**src/rtl/bp_pkg.sv**
```systemverilog
// Shared constants and PC slicing helpers for the branch target buffer.
// Latency: n/a (pure functions). Backpressure: n/a.
// Everything here is combinational and is elaborated into the modules that import it.
package bp_pkg;

    typedef logic [31:0] pc_t;

    // Counter value one below the taken threshold: weakly not taken.
    function automatic int unsigned ctr_weak_nt(input int unsigned bits);
        return (32'd1 << (bits - 32'd1)) - 32'd1;
    endfunction

    // Lowest counter value that predicts taken.
    function automatic int unsigned ctr_weak_t(input int unsigned bits);
        return 32'd1 << (bits - 32'd1);
    endfunction

    // Saturation ceiling of the direction counter.
    function automatic int unsigned ctr_max(input int unsigned bits);
        return (32'd1 << bits) - 32'd1;
    endfunction

    // Word-aligned table index: PC[idx_bits+1:2].
    function automatic pc_t pc_index(input pc_t pc, input int unsigned idx_bits);
        return (pc >> 2) & ((32'd1 << idx_bits) - 32'd1);
    endfunction

    // Tag taken from the bits directly above the index.
    function automatic pc_t pc_tag(input pc_t pc, input int unsigned idx_bits,
                                   input int unsigned tag_bits);
        return (pc >> (idx_bits + 32'd2)) & ((32'd1 << tag_bits) - 32'd1);
    endfunction

endpackage

```
**src/rtl/branch_sat_counter.sv**
```systemverilog
// Saturating up/down next-value logic for one direction counter.
// Latency: combinational. Backpressure: none.
// force_max overrides the direction and pins the counter at its ceiling.
module branch_sat_counter #(
    parameter int CTR_BITS = 2
) (
    input  logic [CTR_BITS-1:0] ctr_cur,
    input  logic                inc,
    input  logic                force_max,
    output logic [CTR_BITS-1:0] ctr_nxt
);

    localparam logic [CTR_BITS-1:0] CTR_TOP = '1;
    localparam logic [CTR_BITS-1:0] CTR_ONE = CTR_BITS'(1);

    // Step toward the requested direction, holding at either end.
    always_comb begin
        ctr_nxt = ctr_cur;
        if (force_max) begin
            ctr_nxt = CTR_TOP;
        end else if (inc) begin
            if (ctr_cur != CTR_TOP) ctr_nxt = ctr_cur + CTR_ONE;
        end else begin
            if (ctr_cur != '0) ctr_nxt = ctr_cur - CTR_ONE;
        end
    end

endmodule

```
**src/rtl/branch_predictor.sv**
```systemverilog
// Direct-mapped BTB with saturating direction counters; decode-side training and mispredict report.
// Latency: lookup and mispredict are combinational; table updates land on the next clock edge.
// Backpressure: none; one lookup and one update are accepted every cycle.
module branch_predictor
    import bp_pkg::*;
#(
    parameter int ENTRIES  = 64,
    parameter int TAG_BITS = 8,
    parameter int CTR_BITS = 2
) (
    input  logic        Clk,
    input  logic        Reset,
    input  logic        Flush,
    input  logic [31:0] PCFetch,
    output logic        PredictTaken,
    output logic [31:0] PredictTarget,
    input  logic        UpdateValid,
    input  logic        UpdateUncond,
    input  logic [31:0] UpdatePC,
    input  logic        UpdateTaken,
    input  logic [31:0] UpdateTarget,
    input  logic        PredTakenIn,
    input  logic [31:0] PredTargetIn,
    output logic        Mispredict,
    output logic [31:0] RecoverPC,
    output logic [31:0] LookupCount,
    output logic [31:0] MispredictCount
);

    localparam int IDX = $clog2(ENTRIES);
    localparam logic [CTR_BITS-1:0] WEAK_NT = CTR_BITS'(ctr_weak_nt(CTR_BITS));
    localparam logic [CTR_BITS-1:0] WEAK_T  = CTR_BITS'(ctr_weak_t(CTR_BITS));
    localparam logic [CTR_BITS-1:0] CTR_MAX = CTR_BITS'(ctr_max(CTR_BITS));
    localparam logic [31:0]         STAT_MAX = 32'hFFFF_FFFF;

    // Table state: valid kept as a flat vector so Flush/Reset clear it in one edge.
    logic [ENTRIES-1:0]  valid_q, valid_d;
    logic [TAG_BITS-1:0] tag_q    [ENTRIES];
    logic [TAG_BITS-1:0] tag_d    [ENTRIES];
    logic [31:0]         target_q [ENTRIES];
    logic [31:0]         target_d [ENTRIES];
    logic [CTR_BITS-1:0] ctr_q    [ENTRIES];
    logic [CTR_BITS-1:0] ctr_d    [ENTRIES];

    logic [31:0] lookup_cnt_q, lookup_cnt_d;
    logic [31:0] mispred_cnt_q, mispred_cnt_d;

    logic [IDX-1:0]      f_idx, u_idx;
    logic [TAG_BITS-1:0] f_tag, u_tag;
    logic                f_hit, u_hit;
    logic [CTR_BITS-1:0] u_ctr_nxt;

    assign f_idx = IDX'(pc_index(PCFetch, IDX));
    assign f_tag = TAG_BITS'(pc_tag(PCFetch, IDX, TAG_BITS));
    assign u_idx = IDX'(pc_index(UpdatePC, IDX));
    assign u_tag = TAG_BITS'(pc_tag(UpdatePC, IDX, TAG_BITS));

    // Fetch lookup against the current table; suppressed while Reset is held.
    always_comb begin
        f_hit         = !Reset && valid_q[f_idx] && (tag_q[f_idx] == f_tag);
        PredictTaken  = f_hit && ctr_q[f_idx][CTR_BITS-1];
        PredictTarget = f_hit ? target_q[f_idx] : PCFetch + 32'd4;
    end

    // Resolved outcome versus the prediction carried down from fetch.
    always_comb begin
        u_hit      = valid_q[u_idx] && (tag_q[u_idx] == u_tag);
        Mispredict = UpdateValid &&
                     ((PredTakenIn != UpdateTaken) ||
                      (UpdateTaken && (PredTargetIn != UpdateTarget)));
        RecoverPC  = UpdateTaken ? UpdateTarget : UpdatePC + 32'd4;
    end

    branch_sat_counter #(
        .CTR_BITS (CTR_BITS)
    ) u_upd_ctr (
        .ctr_cur   (ctr_q[u_idx]),
        .inc       (UpdateTaken),
        .force_max (UpdateUncond),
        .ctr_nxt   (u_ctr_nxt)
    );

    // Training: Flush discards the whole update; a taken miss replaces the slot.
    always_comb begin
        valid_d  = valid_q;
        tag_d    = tag_q;
        target_d = target_q;
        ctr_d    = ctr_q;
        if (Flush) begin
            valid_d = '0;
        end else if (UpdateValid) begin
            if (u_hit) begin
                ctr_d[u_idx] = u_ctr_nxt;
                if (UpdateTaken) target_d[u_idx] = UpdateTarget;
            end else if (UpdateTaken) begin
                valid_d[u_idx]  = 1'b1;
                tag_d[u_idx]    = u_tag;
                target_d[u_idx] = UpdateTarget;
                ctr_d[u_idx]    = UpdateUncond ? CTR_MAX : WEAK_T;
            end
        end
    end

    // Hit and mispredict statistics, pinned at all-ones rather than wrapping.
    always_comb begin
        lookup_cnt_d  = lookup_cnt_q;
        mispred_cnt_d = mispred_cnt_q;
        if (f_hit && (lookup_cnt_q != STAT_MAX))      lookup_cnt_d  = lookup_cnt_q + 32'd1;
        if (Mispredict && (mispred_cnt_q != STAT_MAX)) mispred_cnt_d = mispred_cnt_q + 32'd1;
    end

    // Valid bits, counters and stats: Reset overrides every other write.
    always_ff @(posedge Clk) begin
        if (Reset) begin
            valid_q       <= '0;
            lookup_cnt_q  <= '0;
            mispred_cnt_q <= '0;
            for (int i = 0; i < ENTRIES; i++) ctr_q[i] <= WEAK_NT;
        end else begin
            valid_q       <= valid_d;
            lookup_cnt_q  <= lookup_cnt_d;
            mispred_cnt_q <= mispred_cnt_d;
            ctr_q         <= ctr_d;
        end
    end

    // Tag and target payload; only meaningful behind a valid bit, so never reset.
    always_ff @(posedge Clk) begin
        tag_q    <= tag_d;
        target_q <= target_d;
    end

    assign LookupCount     = lookup_cnt_q;
    assign MispredictCount = mispred_cnt_q;

endmodule

```
**config.mk**
```make
export PLATFORM = sky130hd
export DESIGN_NAME = branch_predictor
export DESIGN_NICKNAME = d
export VERILOG_FILES = /design/src/rtl/bp_pkg.sv /design/src/rtl/branch_sat_counter.sv /design/src/rtl/branch_predictor.sv
export SDC_FILE = /design/constraint.sdc
export NUM_CORES = 2
export LEC_CHECK = 0
export CORE_MARGIN = 5
export CORE_UTILIZATION = 67
export CTS_CLUSTER_SIZE = 40
export DETAILED_ROUTE_END_ITERATION = 6
export HOLD_SLACK_MARGIN = 0.08
export PLACE_DENSITY = 0.82
export SETUP_SLACK_MARGIN = 0.2
export SKIP_LAST_GASP = 1
export SLEW_MARGIN = 20
export SYNTH_ARGS = -nofsm -noshare
export SYNTH_HDL_FRONTEND = slang
export SYNTH_HIERARCHICAL = 1
export SYNTH_SLANG_ARGS = --single-unit
export TNS_END_PERCENT = 10
```
**constraint.sdc**
```tcl
create_clock -name Clk -period 18.6 [get_ports Clk]
set_input_delay 4.65 -clock Clk [delete_from_list [all_inputs] [get_ports Clk]]
set_output_delay 4.65 -clock Clk [all_outputs]
set_load 0.1 [all_outputs]
```
==> results.cfg <==
[detailed_routing]
drt_iter0_markers = 14800
dr.pass1.iters = 7
ant_nets = 0
routed_via_density = 8.15
wl_um = 419000
wire_per_inst_um = 45.4
vias = 75300
drc_errors = 14

[grt]
grt_max_degree = 134
grt_usage_pct = 45.3
antenna_found_initial = 31
grt_pass1_wl_um = 577000
grt_pass1_vias = 73700
overflow = 0

[synth]
async_flop_share_pct = 0
avgSynthCellArea_um2 = 18.6
seq_area_frac_synth_pct = 69.4
yosysWarnings = 6
muxShareOfSynthArea_pct = 18.8
synth_xor_area_share_pct = 1.07
synth_edf_count = 2560
synth_top_family_by_area = multiplexers
synthesis.nets = 6498
synth.distinct_cells = 73
syn-cell-area_mm2 = 0.118
synthSimpleGateAreaFrac_pct = 4.57
synthCells = 6359
ys.flop_type = edfxtp_1
synth_fa_ha_area_share_pct = 0.0424
synth_compound_area_share_pct = 4.37
synth_seq_cells = 2816

[finish]
nets = 6817
drive_gt1_share_pct = 25.0
area_growth_pct = 12.6
utilization_pct = 75.7
fillers = 8971
final_cell_area_mm2 = 0.133
fin_cells = 9241

[cts]
cts_buffers = 293
clkSinkCount = 2816
clkLatencyLatePin_ns = 0.95
htreeDepth = 5
path_clk_slew_ns = 0.07
hold_buffers = 0
root_buffer = clkbuf_16
cts_tree = built
clock_path_buffers = 4
cts_resized = 0
post-cts-setup-buffers = 0

[pwr]
powerDensity_mw_per_mm2 = 102
p_int_uw = 10400
pwr-share-seq_pct = 51.1
combPwrFrac_pct = 7.1
p_leak_uw = 0.0414
clkPwrFrac_pct = 41.8
p_sw_uw = 3130
p_sw_share_pct = 23.1
ir_worst_vdd_mv = 0.147

[timing]
finalClockSkew_ns = 0.0662
slew_headroom_pct = 13.6
max_freq_mhz = 60.6
setup_viol = 0
setup_ws_ns = 2.10
tightest_slew_ns = 1.29
period_share_pct = 88.7
timing.final.crit_period_ns = 16.50
hold_violations = 0
rsz0062_at_grt = no
drv_slew = 0
setup_tns_ns = 0

[floorplanning]
chipWidth_um = 430
rows = 154
core-area_mm2 = 0.176
die_area_mm2 = 0.185
die_y_um = 430
ios = 265
start_util_pct = 67.2

[place]
place.gp.congestion = 1.02
place_inst = 8721
post_dp_cell_area_mm2 = 0.124
hpwl_um = 219000
place_ws_ns = 2.46
io_buffers = 264

[setup_path]
cp_common_cell = buf_4
cp_max_fo = 97
cp.arrival_ns = 11.85
path_class = in -> out
crit_path_max_incr_delay_ns = 1.28
crit_slowest_cell = clkdlybuf4s50_1
crit_path_start_kind = primary input
reg2regPathDepth = 10
endpoint_kind = output pin
required_ns = 13.95
path_cells = buf_8 > buf_4 > buf_4 > mux4_2 > mux4_2 > a22oi_1 > a22oi_1 > nand4_1 > buf_4 > nor2_4 > buf_4 > nand2_1 > o21ai_0 > clkdlybuf4s50_1

[min_path]
hp-class = reg -> reg
min_path_cells = 2

[outcome]
failed_checks = design-rule violations
outcome = complete, but fails checks

[run]
cap_violations = 0
==> metrics by stage <==
step	power [µW]	hold WS, ns
2_1_floorplan	7580	0.443
3_3_place_gp	7930	0.463
3_5_place_dp	7950	0.481
4_1_cts	13500	0.494
5_1_grt	13800	0.512
6_report	13500	0.496
==> state kept, by name, indices dropped and copies added, names as in the netlist <==
signal and flops:
target_q 2048, tag_q 512, ctr_q 128, valid_q 64
LookupCount 32, MispredictCount 32
==> worst max-delay path, delay by kind of cell <==
kind            cells  cell delay [ns]
compound gates      3             0.73
simple gates        3             1.00
mux                 2             0.70
buf+inv             6             4.51
==> layer usage <==
metal | wire length [µm] | up-vias | global-route usage, %
li1 | - | 27000 | -
met1 | 121000 | 37200 | 54.2
met2 | 188000 | 8681 | 67.1
met3 | 64500 | 2318 | 15.7
met4 | 45800 | 32 | 37.5
met5 | 406 | - | 0.364
==> Yosys cell counts, drive strengths merged, types with 7 or more instances <==
| master | instances | area, µm² |
|---|---|---|
| o31ai | 34 | 255 |
| nor2 | 333 | 1250 |
| or3 | 18 | 113 |
| nor3 | 60 | 300 |
| o221ai | 16 | 140 |
| buf | 165 | 817 |
| a31oi | 75 | 469 |
| a21oi | 121 | 606 |
| nand2 | 226 | 848 |
| nand2b | 18 | 113 |
| dfxtp | 256 | 5120 |
| a221oi | 68 | 596 |
| nor4 | 16 | 100 |
| a22o | 19 | 166 |
| o2bb2ai | 7 | 61.3 |
| nand4 | 25 | 156 |
| xor2 | 81 | 709 |
| and2 | 15 | 93.8 |
| nor2b | 77 | 482 |
| a22oi | 124 | 931 |
| o21ai | 145 | 726 |
| nor4b | 67 | 587 |
| mux2i | 108 | 1080 |
| xnor2 | 62 | 551 |
| and3 | 35 | 219 |
| nand3 | 61 | 305 |
| mux4 | 902 | 20400 |
| edfxtp | 2560 | 76900 |
| nor3b | 73 | 548 |
| a211oi | 65 | 488 |
| clkbuf | 295 | 1110 |
| o211ai | 8 | 60.1 |
| mux2 | 68 | 766 |
| o22ai | 37 | 231 |
| inv | 31 | 116 |
| or2 | 11 | 68.8 |
| a221o | 10 | 100 |
==> placed cells by master, fill, tap and decap left out, types with 35 or more instances in the layout <==
cell type,count
a211oi_1,65
a21oi_1,121
a221oi_1,68
a22oi_1,124
a31oi_1,75
and3_1,35
buf_2,36
buf_4,213
clkbuf_1,52
clkbuf_16,302
clkdlybuf4s50_1,213
clkinv_1,73
clkinv_2,38
dfxtp_1,256
edfxtp_1,2560
mux2_2,67
mux2i_1,108
mux4_2,889
nand2_1,225
nand3_1,60
nor2_1,263
nor2_4,65
nor2b_1,73
nor3_1,43
nor3b_1,70
nor4b_1,67
o21ai_0,145
o22ai_1,37
xnor2_1,61
xor2_1,81
==> cells by family (layout without fill, tap and decap cells) <==
kind of cell / after synthesis / in the layout
buffers and inverters: 492 / 1015
flip-flops: 2816 / 2816
AO/OA/AOI/OAI: 766 / 766
AND/OR/NAND/NOR: 1060 / 1060
other: 0 / 19
adder cells (fa/ha/maj): 4 / 4
multiplexers: 1078 / 1078
XOR/XNOR: 143 / 143
==> layout make-up <==
cell class | count | area (µm²) | share of cell area, %
antenna | 19 | 47.5 | 0.0358
clock buffer | 363 | 7880 | 5.92
clock inverter | 136 | 981 | 0.738
inverter | 32 | 120 | 0.0903
multi-input combinational | 3051 | 34700 | 26.1
sequential | 2816 | 82000 | 61.7
tap | 2340 | 2930 | 2.20
timing repair buffer | 484 | 4270 | 3.21
==> worst paths after layout <==
check             startpoint                end  slack (ns)
hold / removal     ctr_q[68]          ctr_q[68]        0.50
setup reg to reg  tag_q[147]         tag_q[130]       12.71
hold reg to reg    ctr_q[68]          ctr_q[68]        0.50
setup / recovery  PCFetch[3]  PredictTarget[13]        2.10
==> power by group through the flow <==
stage / logic [µW] / clock network [µW] / registers, µW
5_1_grt: 969 / 5930 / 6910
3_5_place_dp: 902 / 0 / 7050
3_3_place_gp: 878 / 0 / 7050
6_report: 958 / 5660 / 6910
4_1_cts: 920 / 5640 / 6910
2_1_floorplan: 527 / 0 / 7050
Power figures use the tool's default switching activity.
